### src/rtl/ex_mem_pkg.sv
// Shared types for the EX/MEM skid stage: beat payload, occupancy states,
// and the forwarding-eligibility helper.
package ex_mem_pkg;

  localparam int DATA_W = 64;
  localparam int REG_W  = 5;
  localparam int ZR_IDX = 31;

  typedef enum logic [1:0] {
    EMPTY = 2'd0,
    ONE   = 2'd1,
    FULL  = 2'd2
  } occ_e;

  typedef struct packed {
    logic [DATA_W-1:0] result;
    logic              zero;
    logic [REG_W-1:0]  rd;
    logic              reg_write;
    logic              mem_read;
    logic              mem_write;
    logic [DATA_W-1:0] store_data;
  } ex_beat_t;

  // XZR is architecturally zero, so a write to it must never be forwarded.
  function automatic logic fwd_enable(input logic valid, input logic reg_write,
                                      input logic [REG_W-1:0] rd);
    return valid & reg_write & (rd != REG_W'(ZR_IDX));
  endfunction

endpackage

### src/rtl/pipe_skid_reg.sv
// Generic two-entry valid/ready skid buffer. in_ready_o is a flop so the
// upstream handshake never sees a combinational path from out_ready_i.
module pipe_skid_reg
  import ex_mem_pkg::*;
#(
  parameter int W = 8
) (
  input  logic         clk_i,
  input  logic         reset_i,
  input  logic         flush_i,
  input  logic         in_valid_i,
  output logic         in_ready_o,
  input  logic [W-1:0] in_data_i,
  output logic         out_valid_o,
  input  logic         out_ready_i,
  output logic [W-1:0] out_data_o
);

  occ_e         occ_q, occ_d, occ_s;
  logic [W-1:0] head_q, head_d, head_s;
  logic [W-1:0] skid_q, skid_d, skid_s;
  logic         ready_q, valid_q;
  logic         accept_s, retire_s;

  assign accept_s = in_valid_i & ready_q;
  assign retire_s = valid_q & out_ready_i;

  // Occupancy and storage next state; flush drops everything not yet retired.
  always_comb begin
    occ_s  = occ_q;
    head_s = head_q;
    skid_s = skid_q;
    case (occ_q)
      EMPTY: begin
        if (accept_s) begin
          occ_s  = ONE;
          head_s = in_data_i;
        end else begin
          occ_s = EMPTY;
        end
      end
      ONE: begin
        if (accept_s && !retire_s) begin
          occ_s  = FULL;
          skid_s = in_data_i;
        end else if (accept_s && retire_s) begin
          occ_s  = ONE;
          head_s = in_data_i;
        end else if (retire_s) begin
          occ_s = EMPTY;
        end else begin
          occ_s = ONE;
        end
      end
      FULL: begin
        if (retire_s) begin
          occ_s  = ONE;
          head_s = skid_q;
        end else begin
          occ_s = FULL;
        end
      end
      default: begin
        occ_s = EMPTY;
      end
    endcase

    if (flush_i) begin
      occ_d  = EMPTY;
      head_d = head_q;
      skid_d = skid_q;
    end else begin
      occ_d  = occ_s;
      head_d = head_s;
      skid_d = skid_s;
    end
  end

  // State, payload and handshake flops.
  always_ff @(posedge clk_i) begin
    if (reset_i) begin
      occ_q   <= EMPTY;
      head_q  <= '0;
      skid_q  <= '0;
      ready_q <= 1'b1;
      valid_q <= 1'b0;
    end else begin
      occ_q   <= occ_d;
      head_q  <= head_d;
      skid_q  <= skid_d;
      ready_q <= (occ_d != FULL);
      valid_q <= (occ_d != EMPTY);
    end
  end

  assign in_ready_o  = ready_q;
  assign out_valid_o = valid_q;
  assign out_data_o  = head_q;

endmodule

### src/rtl/ex_mem_skid_stage.sv
// EX/MEM pipeline stage: elastic two-entry buffer of ALU beats, CBZ
// resolution with a registered taken pulse, and a head-of-stage forward tap.
module ex_mem_skid_stage
  import ex_mem_pkg::*;
(
  input  logic              clk_i,
  input  logic              reset_i,
  input  logic              flush_i,
  input  logic              ex_valid_i,
  output logic              ex_ready_o,
  input  logic [DATA_W-1:0] ex_result_i,
  input  logic              ex_zero_i,
  input  logic [REG_W-1:0]  ex_rd_i,
  input  logic              ex_reg_write_i,
  input  logic              ex_mem_read_i,
  input  logic              ex_mem_write_i,
  input  logic [DATA_W-1:0] ex_store_data_i,
  input  logic              ex_cbz_i,
  input  logic [DATA_W-1:0] ex_br_target_i,
  output logic              mem_valid_o,
  input  logic              mem_ready_i,
  output logic [DATA_W-1:0] mem_result_o,
  output logic              mem_zero_o,
  output logic [REG_W-1:0]  mem_rd_o,
  output logic              mem_reg_write_o,
  output logic              mem_mem_read_o,
  output logic              mem_mem_write_o,
  output logic [DATA_W-1:0] mem_store_data_o,
  output logic              br_taken_o,
  output logic [DATA_W-1:0] br_target_o,
  output logic              fwd_valid_o,
  output logic [REG_W-1:0]  fwd_rd_o,
  output logic [DATA_W-1:0] fwd_value_o
);

  ex_beat_t          beat_in_s, head_s;
  logic              accept_s;
  logic              br_taken_q, br_taken_d;
  logic [DATA_W-1:0] br_target_q, br_target_d;

  assign beat_in_s = '{result:     ex_result_i,
                       zero:       ex_zero_i,
                       rd:         ex_rd_i,
                       reg_write:  ex_reg_write_i,
                       mem_read:   ex_mem_read_i,
                       mem_write:  ex_mem_write_i,
                       store_data: ex_store_data_i};

  pipe_skid_reg #(
    .W($bits(ex_beat_t))
  ) u_skid (
    .clk_i       (clk_i),
    .reset_i     (reset_i),
    .flush_i     (flush_i),
    .in_valid_i  (ex_valid_i),
    .in_ready_o  (ex_ready_o),
    .in_data_i   (beat_in_s),
    .out_valid_o (mem_valid_o),
    .out_ready_i (mem_ready_i),
    .out_data_o  (head_s)
  );

  assign accept_s = ex_valid_i & ex_ready_o;

  // CBZ taken when the accepted beat's zero flag is set; a flushed beat never branches.
  always_comb begin
    br_taken_d  = 1'b0;
    br_target_d = br_target_q;
    if (accept_s && ex_cbz_i && ex_zero_i && !flush_i) begin
      br_taken_d  = 1'b1;
      br_target_d = ex_br_target_i;
    end else begin
      br_taken_d = 1'b0;
    end
  end

  // Branch pulse and target flops.
  always_ff @(posedge clk_i) begin
    if (reset_i) begin
      br_taken_q  <= 1'b0;
      br_target_q <= '0;
    end else begin
      br_taken_q  <= br_taken_d;
      br_target_q <= br_target_d;
    end
  end

  assign br_taken_o       = br_taken_q;
  assign br_target_o      = br_target_q;
  assign mem_result_o     = head_s.result;
  assign mem_zero_o       = head_s.zero;
  assign mem_rd_o         = head_s.rd;
  assign mem_reg_write_o  = head_s.reg_write;
  assign mem_mem_read_o   = head_s.mem_read;
  assign mem_mem_write_o  = head_s.mem_write;
  assign mem_store_data_o = head_s.store_data;

  assign fwd_valid_o = fwd_enable(mem_valid_o, head_s.reg_write, head_s.rd);
  assign fwd_rd_o    = head_s.rd;
  assign fwd_value_o = head_s.result;

endmodule

### config.mk
export PLATFORM = sky130hd
export DESIGN_NAME = ex_mem_skid_stage
export DESIGN_NICKNAME = d
export VERILOG_FILES = /design/src/rtl/ex_mem_pkg.sv /design/src/rtl/pipe_skid_reg.sv /design/src/rtl/ex_mem_skid_stage.sv
export SDC_FILE = /design/constraint.sdc
export NUM_CORES = 1
export LEC_CHECK = 0
export CAP_MARGIN = 20
export CORE_ASPECT_RATIO = 0.75
export CORE_MARGIN = 2
export CORE_UTILIZATION = 47
export CTS_CLUSTER_DIAMETER = 200
export DETAILED_ROUTE_END_ITERATION = 6
export PLACE_DENSITY_LB_ADDON = 0.25
export SLEW_MARGIN = 5
export SYNTH_ARGS = -nofsm -noshare
export SYNTH_HDL_FRONTEND = slang
export SYNTH_SLANG_ARGS = --single-unit
### constraint.sdc
create_clock -name clk_i -period 2.1 [get_ports clk_i]
set_input_delay 0.315 -clock clk_i [delete_from_list [all_inputs] [get_ports clk_i]]
set_output_delay 0.315 -clock clk_i [all_outputs]
set_load 0.01 [all_outputs]
# Word level (Yosys, flattened, before mapping)
# Index checks and enable logic that the tools add are counted.
[totals]
ff_bits = 343
latchBits = 0
mem_bits_rw = 0
romBits = 0
output_inout_bits = 274
wordCells = 45
n_memories = 0
[classes]
add_sub_neg = 0
multipliers = 0
n_div = 0
order_cmp = 0
n_eq_ne = 8
n_shift = 0
muxes = 13
n_bitwise = 5
n_reduce_logical = 12
[op_table]
columns = ["op", "n"]
rows = [
  ["$mux 137", 4],
  ["$pmux 137 s3", 1],
  ["$mux 2", 4],
  ["$ne 2x2->1 const B", 3],
  ["$pmux 2 s3", 1],
  ["$reduce_and 6->1", 1],
  ["$logic_and 1x1->1", 5],
  ["$ne 5x5->1 const B", 1],
  ["$and 1x1->1", 4],
  ["$ne 2x1->1 const B", 2],
  ["$mux 1", 3],
  ["$reduce_and 3->1", 1],
  ["$reduce_bool 3->1", 1],
  ["$eq 2x1->1 const B", 1],
  ["$eq 2x2->1 const B", 1],
  ["$logic_not 1->1", 2],
  ["$logic_not 2->1", 1],
  ["$reduce_bool 2->1", 1],
  ["$not 1->1", 1],
]

# Longest topological paths before layout
# Gate-level depths: netlist of the first run.
[logic_depth]
ltp_word = 7
depth_mapped = 9
depth_no_buf = 7

# Hierarchy
# Synthesis of the first run repeated with hierarchy kept, for this count alone.
[unflattened]
cells_unflattened = 1730
area_unflattened_um2 = 14184.9
[by_module_without_submodules]
columns = ["mod", "n_inst", "cells_per_inst", "area_each_um2"]
rows = [
  ["pipe_skid_reg", 1, 1378, 10687.8],
  ["ex_mem_skid_stage", 1, 352, 3497.1],
]

# Worst setup path after synthesis of the first run
# OpenSTA, ideal clock, no wires.
[synth_path]
kind = "register to register"
startpoint = "register u_skid.valid_q (netlist: u_skid.out_valid_o)"
endpoint = "register u_skid.head_q[10] (netlist: u_skid.out_data_o[10])"
setup_ns = 0.147
t_arrival_ns = 1.713
setup_slack_ns = 0.240
path_stages_with_launch = 9
path_buffers = 2
path_cell_list = "dfxtp_1 nand2_2 ha_1 and2_1 o32ai_2 and2_4 buf_8 buf_8 a311oi_2"
[synth_between]
elab_chain_cells = 5
elab_cells_between_ends = 8
[synth_rtl]
columns = ["item", "line_no", "text"]
rows = [
  ["start, declared", "pipe_skid_reg.sv:22", "logic ready_q, valid_q;"],
  ["start signal, assigned", "pipe_skid_reg.sv:92", "valid_q <= (occ_d != EMPTY);"],
  ["$and 1x1->1 *", "pipe_skid_reg.sv:26", "assign retire_s = valid_q & out_ready_i;"],
  ["$logic_not 1->1", "pipe_skid_reg.sv:43", "if (accept_s && !retire_s) begin"],
  ["$logic_and 1x1->1", "pipe_skid_reg.sv:43", ""],
  ["$ne 2x2->1 (no source line)", "--", ""],
  ["$reduce_and 6->1 (no source line) *", "--", ""],
  ["end signal, assigned", "pipe_skid_reg.sv:83", "head_q <= '0;"],
  ["end signal, assigned", "pipe_skid_reg.sv:89", "head_q <= head_d;"],
  ["end, declared", "pipe_skid_reg.sv:20", "logic [W-1:0] head_q, head_d, head_s;"],
]
# Every way passes the cells marked *; elsewhere a longest branch is shown, timed or not.
# A chain may end at the register's enable or synchronous reset.

# Final worst setup path of the first run
[layout_path]
startpoint = "register u_skid.head_q[70] (netlist: u_skid.out_data_o[70])"
endpoint = "output mem_rd_o[3]"
[layout_lines]
columns = ["item", "line_no", "text"]
rows = [
  ["end, declared", "ex_mem_skid_stage.sv:24", "output logic [REG_W-1:0] mem_rd_o,"],
]
# No word-level cell between the ends.

==> impl_metrics.ini, run 1 <==
[power_and_ir_drop]
powerDensity_nw_per_um2 = 743.2
ir_drop_uv = 670.1
leakagePower_nw = 7.329

[worst_setup_path]
start_kind = register
crit_type = register to output pin
critical_path.top_delay_family = buffers and inverters
path_depth = 1
crit_fanout = 4
cpMaxStageDelayCell = clkdlybuf4s50_1
cp_num_buf_inv = 1
critPathMaxStageDelay_ns = 0.65
path_cells = clkdlybuf4s50_1
end_kind = output pin
critPathRequiredTime_ns = 1.78
arrival_ns = 1.66
worst-r2r-cell-count = 9

[logic_synthesis]
synth-xor-area-share_pct = 0
yosysWarningCount = 0
synth_simple_gate_area_share_pct = 17.27
synth_mux_area_share_pct = 0
synth_top_family_by_area = compound AO/OA/AOI/OAI gates
yosysTopAreaCell = dfxtp_1
synth_area_um2 = 15420
synth_edf_count = 0
netlist.area_leader.share_pct = 44.53
synthTopCellsByArea = dfxtp_1 45%, nand2_1 17%, a311oi_2 13%
ys_seq_elements = 343
synthCells = 1753
synth_compound_area_share_pct = 27.63
synth_commonest_cells = 682 x nand2_1, 343 x dfxtp_1, 211 x a21oi_1, 130 x a21oi_2, 130 x a311oi_2
seq_area_frac_synth_pct = 44.53
synthAdderAreaFrac_pct = 0.08115
yosys.cell_count.top_type = nand2_1
synth_ff_type = dfxtp_1
synthArstFlopShare_pct = 0
synth.distinct_cells = 32
synth_fp_nets = 1961
avgSynthCellArea_um2 = 8.796

[global_route]
grt_pass1_vias = 13330
grt_max_degree = 75
grt_pass1_wl_um = 73840
antenna_found_initial = 6
grtUsageTotal_pct = 27.15
grt-ovfl-total = 0

[final_layout]
regArea_um2 = 6868
num-fill-cells = 2639
multi_input_area_um2 = 6988
syn_to_final_growth_pct = 40.61
finalInstanceArea_um2 = 21680
nNetsFinal = 2345
drive_above_1_share_pct = 19.27
utilization_pct = 66.96

[placed_design]
gp_congestion = 0.8412
dpl_cell_area_um2 = 20520
place.port_buffers = 480
hpwlAfterDp_um = 33810

[die]
core.rowCount = 57
die_h_um = 160.9
ioPinCount = 481
start_util_pct = 47.62
die_x_um = 213.1
core_um2 = 32380
dieArea_um2 = 34280

[min_path]
timing.hold.worst_path_depth = 2
hold_path.class = input pin to register

[clocking]
post_cts_buffers = 0
clk_pin_slew_ns = 0.06
htreeDepth = 2
cts_made_buffers = 36
clkSinkCount = 343
cts_tree = yes
cts_buffer_depth = 3
cts_root_buf = clkbuf_16
worstSkewPairLatency_ns = 0.52

[timing]
period_needed_ns = 1.976
max_freq_mhz = 506.0
finalCritPeriodShare_pct = 94.10
worst_slew_pin_slew_ns = 0.6003
finalClockSkew_ns = 0.01082
hold_viol = 0
report.final.slew_viol_count = 0
holdWs_ns = 0.2452
max-slew-margin-rel_pct = 59.98
rsz0062_at_grt = false
finalSetupViolations = 0

[routing]
drt-total-wl_um = 48150
drcViolationCount = 0
drtAntennaViolNets = 0
routedWlPerCell_um = 18.48
initialDrtViolationCount = 906
firstDrtPassIters = 5
vias = 13750
routed_via_density = 5.278

[outcome]
outcome = finished clean

[job]
drv_cap = 0
## cell type report
cell class	count	area share [%]
diodes	5	0.05771
clock inverters	10	0.4732
flip-flops and latches	343	31.68
multi-input cells	1183	32.23
inverters	2	0.03463
clock buffers	50	4.727
repair buffers	571	28.24
well taps	442	2.551
## where the power goes
| group | switching, W | internal (W) |
|---|---|---|
| combinational | 0.00131 | 0.00154 |
| clock | 0.00259 | 0.00364 |
| sequential | 0.000245 | 0.00678 |
| total | 0.00415 | 0.0120 |
## final timing paths
check                                     startpoint                                 end  slack, ns
setup / recovery  u_skid.out_data_o[70]$_SDFFE_PP0P_                         mem_rd_o[3]       0.12
hold / removal                               reset_i      u_skid.skid_q[21]$_SDFFE_PP0P_       0.25
setup reg to reg        u_skid.in_ready_o$_SDFF_PP1_  u_skid.out_data_o[40]$_SDFFE_PP0P_       0.16
hold reg to reg         br_target_o[49]$_SDFFE_PP0P_        br_target_o[49]$_SDFFE_PP0P_       0.45
## kinds of logic after synthesis
family / Yosys count
AND/OR/NAND/NOR: 698
AO/OA/AOI/OAI: 484
flip-flops: 343
buffers and inverters: 227
adder cells (fa/ha/maj): 1
## routing by layer
layer,wire [um],GRT usage (%),up-vias
li1,-,-,6645
met1,19330,32.73,6560
met2,23240,45.69,443
met3,3796,7.626,100
met4,1743,10.83,6
met5,39,0,-
## timing repair
action,CTS,global route
endpoints found under the setup margin,1,17
hold buffers,0,0
pin swaps,0,1
gates resized for setup,1,4
## placed cells by master (no fill, tap or decap), drive strengths merged, types with 2 or more instances in the layout
cell,n
and2,2
nand2,683
inv,2
nand2b,3
dfxtp,343
buf,92
nor3,2
nor2,2
diode,5
or3,2
bufinv,2
clkinv,7
clkbuf,50
clkdlybuf4s50,478
or2,2
a21oi,341
a311oi,137
o21ai,2
a31oi,2
## state kept, by name (all words and copies together) (netlist names)
register / cells
br_target_o: 64
u_skid.in_ready_o: 1
u_skid.out_valid_o: 1
u_skid.skid_q: 137
u_skid.occ_q: 2
u_skid.out_data_o: 137
br_taken_o: 1
## stage by stage
step	std cells	total power [W]	TNS (ns)	setup slack (ns)
after floorplan	1753	0.008665	0	0.2399
after global placement	2541	0.009956	-28.11	-0.2483
after detailed placement	2541	0.01002	-30.48	-0.3025
after CTS	2601	0.01626	0	0.06996
after global routing	2604	0.01672	0	0.02813
final	2606	0.01611	0	0.1239
Power figures use the tool's default switching activity.
==> run 2: changes to the inputs <==
Settings changed: CAP_MARGIN 20 to not set.
==> results of run 2 <==
Final layout, timing and power as in run 1 (identical DEF).
==> run 3: changes to the inputs <==
Settings changed: PLACE_DENSITY set to 0.91, PLACE_DENSITY_LB_ADDON 0.25 to not set, SLEW_MARGIN 5 to 20.
==> impl_metrics.ini, run 3 (synthesized netlist as in run 1, its figures left out) <==
[clocking]
worstSkewPairLatency_ns = 0.51
cts_tree = yes
clk_pin_slew_ns = 0.07
cts_root_buf = clkbuf_16
clkSinkCount = 343
hold_buffers = 0
htreeDepth = 2
cts_made_buffers = 35
cts_buffer_depth = 3

[final_layout]
nNetsFinal = 2337
num-fill-cells = 2363
final_common_cell = nand2_1
final_cell_mix = 682 x nand2_1, 478 x clkdlybuf4s50_1, 342 x dfxtp_1, 211 x a21oi_1
drive_above_1_share_pct = 19.20
syn_to_final_growth_pct = 39.93
finalInstanceArea_um2 = 21570

[timing]
setup_tns_ns = 0
max_freq_mhz = 490.2
rsz0062_at_grt = true
finalCritPeriodShare_pct = 97.14
max-slew-margin-rel_pct = 57.79
finalClockSkew_ns = 0.01455
worst_slew_pin_slew_ns = 0.6331
report.final.slew_viol_count = 0
hold_viol = 0
period_needed_ns = 2.040
finalSetupViolations = 0

[placed_design]
gp_congestion = 0.8326
dpl_cell_area_um2 = 20410
hpwlAfterDp_um = 34470
place.port_buffers = 480

[global_route]
grt_pass1_vias = 13930
grt-ovfl-total = 0
gr-usage-met1_pct = 31.74
grtUsageTotal_pct = 27.75
grt_util_met3_pct = 7.665
met2_usage_pct = 47.28
grt_pass1_wl_um = 75860
antenna_found_initial = 6
grt_max_degree = 74
top_usage_layer = met2

[routing]
vias = 14270
drt-total-wl_um = 49730
drtAntennaViolNets = 0
drcViolationCount = 0
routed_via_density = 5.491
initialDrtViolationCount = 1068
firstDrtPassIters = 5
routedWlPerCell_um = 19.14

[worst_setup_path]
end_kind = register
r2r-end = u_skid.out_data_o[88]$_SDFFE_PP0P_
critPathMaxStageDelay_ns = 0.34
crit_fanout = 30
cpMaxStageDelayCell = dfxtp_1
arrival_ns = 2.45
crit_start = u_skid.in_ready_o$_SDFF_PP1_
r2r_start = u_skid.in_ready_o$_SDFF_PP1_
worst-r2r-cell-count = 9
start_kind = register
ff2ff_setup_slack_ns = 0.06
path_cells = nand2_1, inv_1, ha_1, and2_1, o32ai_4, buf_4, buf_12, a21oi_2, a311oi_2
critPathRequiredTime_ns = 2.51
crit_type = register to register
cp-endpoint = u_skid.out_data_o[88]$_SDFFE_PP0P_

[power_and_ir_drop]
powerDensity_nw_per_um2 = 749.4
p_int_w = 0.01198
p_clk_share_pct = 38.6
combPwrFrac_pct = 17.9
leakagePower_nw = 7.285
p_total_w = 0.01617
seq_power_share_pct = 43.5
switching_share_pct = 25.90
ir_drop_uv = 649.9
p_sw_w = 0.004187

[min_path]
hold_path.class = input pin to register
hp-start = reset_i

[die]
die_x_um = 213.1
core_um2 = 32380
core.rowCount = 57
dieArea_um2 = 34280
start_util_pct = 47.62
ioPinCount = 481
die_h_um = 160.9

[job]
drv_cap = 0

[outcome]
outcome = finished clean
## run 3: power by group through the flow
stage	Clock [W]	Sequential [W]	Combinational (W)
after global placement	0	0.00716	0.00280
after detailed placement	0	0.00717	0.00288
after floorplan	0	0.00722	0.00144
after CTS	0.00634	0.00703	0.00290
final	0.00624	0.00703	0.00289
after global routing	0.00662	0.00706	0.00306
## run 3: layer usage
metal	wire length [um]	part of all wire (%)
met1	18680	38
met2	24170	49
met3	4247	8.5
met4	2612	5.3
met5	13	0.026
## run 3: how the worst min path moves through the flow
| stage | endpoint | cells past startpoint | slack, ns |
|---|---|---|---|
| 2_1_floorplan | u_skid.occ_q[1]$_SDFF_PP0_ | 1 | 0.41 |
| 6_report | u_skid.skid_q[27]$_SDFFE_PP0P_ | 2 | 0.25 |
| 3_5_place_dp | br_target_o[40]$_SDFFE_PP0P_ | 2 | 0.45 |
| 3_3_place_gp | br_target_o[60]$_SDFFE_PP0P_ | 2 | 0.44 |
| 5_1_grt | u_skid.skid_q[27]$_SDFFE_PP0P_ | 2 | 0.27 |
| 4_1_cts | u_skid.skid_q[27]$_SDFFE_PP0P_ | 2 | 0.27 |
## run 3: final cells by class
| class | instances | area, um2 | share of cell area [%] |
|---|---|---|---|
| antenna | 5 | 12.51 | 0.05799 |
| clock buffer | 49 | 1061 | 4.918 |
| clock inverter | 10 | 87.58 | 0.4060 |
| inverter | 2 | 7.507 | 0.03480 |
| multi-input combinational | 1183 | 6988 | 32.39 |
| sequential | 343 | 6868 | 31.83 |
| tap | 442 | 553.0 | 2.563 |
| timing repair buffer | 564 | 5997 | 27.80 |
## run 3: metrics by stage
| step | cells | hold WS, ns | util (%) | setup WS [ns] |
|---|---|---|---|---|
| after floorplan | 1753 | 0.4073 | - | 0.2399 |
| after global placement | 2534 | 0.4413 | 63.02 | -0.2639 |
| after detailed placement | 2534 | 0.4463 | 63.02 | -0.3512 |
| after CTS | 2593 | 0.2655 | 66.57 | 0.06184 |
| after global routing | 2597 | 0.2655 | 66.62 | -0.01069 |
| final | 2598 | 0.2480 | 66.63 | 0.06000 |
## run 3: what timing repair did
action | 4_1_cts | 5_1_grt
resized for setup | 2 | 2
setup endpoints to repair | 1 | 3
buffers inserted | 0 | 0
## run 3: critical path, delay by kind of cell, from the launching register on
family,cells,cell delay (ns)
adders and majority gates,1,0.20
AOI/OAI and AO/OA,3,0.56
and+or+nand+nor,2,0.31
buffers and inverters,3,0.51
DFF,1,0.34
